<file path="config.mk">
export PLATFORM = sky130hd
export DESIGN_NAME = mod14_recombine
export DESIGN_NICKNAME = d
export VERILOG_FILES = /design/src/rtl/mod14_recombine.sv
export SDC_FILE = /design/constraint.sdc
export NUM_CORES = 1
export LEC_CHECK = 0
export BUFFER_PORTS_ARGS = -buffer_cell sky130_fd_sc_hd__buf_4
export CAP_MARGIN = 20
export CORE_UTILIZATION = 48
export DETAILED_ROUTE_END_ITERATION = 8
export PLACE_DENSITY_LB_ADDON = 0.12
export SKIP_LAST_GASP = 1
export SLEW_MARGIN = 20
export SYNTH_ARGS = -nofsm -noshare
export SYNTH_HDL_FRONTEND = slang
export SYNTH_SLANG_ARGS = --single-unit
</file>
<file path="constraint.sdc">
create_clock -name clock -period 2.2 [get_ports clock]
set_input_delay 0.33 -clock clock [delete_from_list [all_inputs] [get_ports clock]]
set_output_delay 0.33 -clock clock [all_outputs]
set_load 0.02 [all_outputs]
</file>
<file path="src/rtl/mod14_recombine.sv">
// mod14_recombine: rebuilds value = quotient*MODULUS + residue by repeated
// addition of MODULUS, one add per cycle, with valid/ready on both sides.
// Illegal residues and results that do not fit in WIDTH bits raise out_err.
module mod14_recombine #(
    parameter int unsigned WIDTH   = 8,
    parameter int unsigned QWIDTH  = 5,
    parameter int unsigned MODULUS = 14
) (
    input  logic              clock,
    input  logic              reset_n,
    input  logic              in_valid,
    output logic              in_ready,
    input  logic [QWIDTH-1:0] in_quot,
    input  logic [3:0]        in_res,
    output logic              out_valid,
    input  logic              out_ready,
    output logic [WIDTH-1:0]  out_value,
    output logic              out_err
);

    localparam logic [1:0] S_IDLE  = 2'd0;
    localparam logic [1:0] S_ACCUM = 2'd1;
    localparam logic [1:0] S_DONE  = 2'd2;

    localparam logic [WIDTH:0]   MOD_EXT   = (WIDTH+1)'(MODULUS);
    localparam logic [WIDTH-1:0] SAT_VALUE = '1;
    localparam logic [QWIDTH-1:0] CNT_ONE  = QWIDTH'(1);

    logic [1:0]        state;
    logic [1:0]        state_nxt;
    logic [WIDTH:0]    acc;
    logic [WIDTH:0]    acc_nxt;
    logic [QWIDTH-1:0] cnt;
    logic [QWIDTH-1:0] cnt_nxt;
    logic              in_ready_nxt;
    logic              out_valid_nxt;
    logic [WIDTH-1:0]  out_value_nxt;
    logic              out_err_nxt;

    // One extra bit on the sum makes overflow a simple carry-out test.
    logic [WIDTH:0]    sum_c;
    logic              res_bad_c;

    assign sum_c     = acc + MOD_EXT;
    assign res_bad_c = (32'(in_res) >= MODULUS);

    // State, datapath and registered handshake/result outputs.
    always_ff @(posedge clock or negedge reset_n) begin
        if (!reset_n) begin
            state     <= S_IDLE;
            acc       <= '0;
            cnt       <= '0;
            in_ready  <= 1'b1;
            out_valid <= 1'b0;
            out_value <= '0;
            out_err   <= 1'b0;
        end else begin
            state     <= state_nxt;
            acc       <= acc_nxt;
            cnt       <= cnt_nxt;
            in_ready  <= in_ready_nxt;
            out_valid <= out_valid_nxt;
            out_value <= out_value_nxt;
            out_err   <= out_err_nxt;
        end
    end

    // Next-state and next-output decode; everything holds unless a state acts.
    always_comb begin
        state_nxt     = state;
        acc_nxt       = acc;
        cnt_nxt       = cnt;
        in_ready_nxt  = in_ready;
        out_valid_nxt = out_valid;
        out_value_nxt = out_value;
        out_err_nxt   = out_err;

        case (state)
            S_IDLE: begin
                in_ready_nxt  = 1'b1;
                out_valid_nxt = 1'b0;
                if (in_valid && in_ready) begin
                    in_ready_nxt = 1'b0;
                    if (res_bad_c) begin
                        // Illegal residue: report immediately, no accumulation.
                        out_valid_nxt = 1'b1;
                        out_value_nxt = '0;
                        out_err_nxt   = 1'b1;
                        state_nxt     = S_DONE;
                    end else begin
                        acc_nxt   = (WIDTH+1)'(in_res);
                        cnt_nxt   = in_quot;
                        state_nxt = S_ACCUM;
                    end
                end
            end

            S_ACCUM: begin
                in_ready_nxt = 1'b0;
                if (cnt == '0) begin
                    out_valid_nxt = 1'b1;
                    out_value_nxt = acc[WIDTH-1:0];
                    out_err_nxt   = 1'b0;
                    state_nxt     = S_DONE;
                end else if (sum_c[WIDTH]) begin
                    // Next add would not fit: saturate and skip the remainder.
                    out_valid_nxt = 1'b1;
                    out_value_nxt = SAT_VALUE;
                    out_err_nxt   = 1'b1;
                    state_nxt     = S_DONE;
                end else begin
                    acc_nxt = sum_c;
                    cnt_nxt = cnt - CNT_ONE;
                end
            end

            S_DONE: begin
                in_ready_nxt  = 1'b0;
                out_valid_nxt = 1'b1;
                if (out_ready) begin
                    // Result taken; IDLE for at least one cycle before next accept.
                    out_valid_nxt = 1'b0;
                    in_ready_nxt  = 1'b1;
                    state_nxt     = S_IDLE;
                end
            end

            default: begin
                state_nxt     = S_IDLE;
                in_ready_nxt  = 1'b1;
                out_valid_nxt = 1'b0;
                out_value_nxt = '0;
                out_err_nxt   = 1'b0;
            end
        endcase
    end

endmodule

</file>
==> reports/results.tsv <==
metric	value	unit
status	finished clean	
total track usage	22.0	%
endpoint of the worst hold path	acc[0]	
DP HPWL	2140	um
DR vias	1186	
Pleak	0.000729	uW
Synth-to-Final Area Change	20.9	%
Inserted Diodes	0	
Nets	181	
I/O Pins	24	
Worst EP required	2.42	ns
Die Span X	54.9	um
Clock Path Buffers	2	
drt drc	0	
post-CTS sizing	0	
first-pass GRT wire length	4670	um
final worst-path cycle share	92.9	%
residual overflow from global routing	0	
hold path start	in_res[0]	
CTS Sinks	26	
Peak VDD IR	0.000951	V
final estimated routing congestion in global placement	0.909	
xor/xnor cell area share of the yosys netlist	0	%
Avg WL per Cell	15.2	um
CP Max Fanout	8	
Reg2Reg Capture Point	acc[4]	
Hold Vio Cnt, Final	0	
synthesized flop and latch total	26	
share of cells above drive strength 1	23.6	%
Cell Area, Synth	1340	sq um
f_max	489	MHz
worst-margin pin slew	0.495	ns
Post-Syn Area per Cell	9.73	sq um
PortBufs	23	
cell count of the worst reg-to-reg path	7	
clk slew on worst S/H paths	0.15	ns
Cell Pwr Density	1680	nW/um^2
pin count of the biggest net entering global routing	27	
CTS HTree Levels	1	
simple-gate area share of the yosys netlist	17.9	%
Worst Clk Skew	0.00988	ns
flip-flop and latch area	652	sq um
Syn Inst Count	138	
worst reg2reg setup slack	0.16	ns
Routed WL	2970	um
post-synth net total	153	
commonest non-fill, non-tap cell in the layout	buf_4	
CP Launch Type	register	
Synth area leader	dfrtp_1	
CP startpoint	cnt[0]	
antenna violations before repair	0	
Synth Area in Adders	1.86	%
clk_lat worst skew	0.32	ns
Rows	18	
Critical Path AT	2.26	ns
core footprint	2570	sq um
Final TNS setup	0	ns
Filler Cell Count	222	
initial core utilization	52.3	%
worst hold path depth	3	
ANT nets after route	0	
minimum clock period	2.04	ns
final setup vio count	0	
synth unique cells	43	
FF-to-FF Start	cnt[0]	
die span in y	54.9	um
Worst slew margin	66.8	%
sequential share of the synthesized area	48.6	%
synth warn	0	
Worst Setup End Kind	register	
cts hold-fix bufs	1	
synth top area cells	dfrtp_1, a2bb2oi_1, nand2_1	
Slew Limit Fails	0	
clk root buf	clkbuf_4	
DRC marker count from the first detailed-route iteration	21	
MaxCap Viol Count	0	
Detailed Routing Iterations Pass 1	4	
CP Class	reg -> reg	
multi-input logic area	627	sq um
DR vias/cell	6.08	
largest family of logic cells by synthesized area	compound AO/OA/AOI/OAI gates	
setup repair bufs after CTS	0	
RSZ-0062 raised after global routing	false	
cts bufs inserted	3	
vias in the first global route	1057	
most frequent cells in the layout	buf_4, dfrtp_1, nand2_1	
Hold WC Path Type	in -> reg	
Compound-Gate Fraction of Synth Area	26.1	%
final core occ	63.2	%
die area	3010	sq um
CTS tree	built	
post-synth top area share	46.6	%
mux cell area share after synthesis	0.839	%
## synth_stat cells, drive strengths merged
master and n:
dfrtp 25, nand2 17, a2bb2oi 11, nor2 11, inv 7, a211oi 5, a21oi 5, a31oi 5
o21ai 5, buf 4, a41oi 3, clkbuf 3, nand2b 3, nand3 3, a2111oi 2, and2 2
ha 2, nor3 2, o22ai 2, or2 2, or4 2, a211o 1, a221oi 1, a311o 1
a311oi 1, a31o 1, a41o 1, and3 1, and3b 1, dfstp 1, mux2 1, nor2b 1
nor3b 1, nor4 1, o21a 1, o31a 1, or3 1, or4b 1
## registers in the layout, summed over array words and instances, names as in the netlist
name       count
out_err        1
cnt            5
acc            8
out_value      8
out_valid      1
state          2
in_ready       1
## cell families after synthesis
kind of cell | after synthesis
AND/OR/NAND/NOR | 49
AO/OA/AOI/OAI | 46
flip-flops | 26
buffers and inverters | 14
adder cells (fa/ha/maj) | 2
multiplexers | 1
## worst max-delay path, cell delays in order, from the launching register on
cell and delay [ns]:
dfrtp_1 0.42, inv_1 0.08, ha_1 0.20, or4b_1 0.44, a21oi_1 0.26, buf_4 0.21, nor4_1 0.05, a211o_1 0.28
## how the worst max path moves through the flow
stage	to	slack, ns	cells past startpoint
2_1_floorplan	out_err	0.29	6
3_3_place_gp	acc[4]	0.27	7
3_5_place_dp	acc[4]	0.19	7
4_1_cts	acc[4]	0.17	7
5_1_grt	acc[4]	0.03	7
6_report	acc[4]	0.16	7
## per-stage QoR
| step | instances | hold WS, ns | total power, uW | area (sq um) | worst slack, ns |
|---|---|---|---|---|---|
| finish | 195 | 0.220 | 2720 | 1620 | 0.156 |
| global placement | 190 | 0.257 | 2360 | 1560 | 0.270 |
| detailed placement | 190 | 0.253 | 2390 | 1560 | 0.194 |
| CTS | 195 | 0.218 | 2730 | 1620 | 0.165 |
| floorplan | 138 | 0.0344 | 1950 | 1340 | 0.292 |
| global route | 195 | 0.223 | 2940 | 1620 | 0.0287 |
## final cells by class
type / instances / share of cell area, %
sequential: 26 / 40.2
inverter: 7 / 1.62
tap: 30 / 2.31
multi-input combinational: 98 / 38.6
timing repair buffer: 30 / 14.0
clock inverter: 1 / 1.85
clock buffer: 3 / 1.39
## layer usage
layer / part of all wire, % / GRT usage [%] / vias up / routed length, um
met1: 49 / 30.6 / 591 / 1450
met2: 49 / 35.9 / 20 / 1440
met4: 0.44 / 5.98 / 0 / 13
met5: 0 / 0 / - / 0
met3: 2.1 / 2.50 / 2 / 63
li1: - / - / 573 / -
## power by group
group | internal [uW] | leakage, uW | switching [uW] | total (uW)
registers | 724 | 0.000309 | 209 | 934
clock network | 184 | 0.0000279 | 147 | 332
logic | 656 | 0.000392 | 803 | 1460
total | 1560 | 0.000729 | 1160 | 2720
Note: power is estimated with default switching activity, not from simulation.
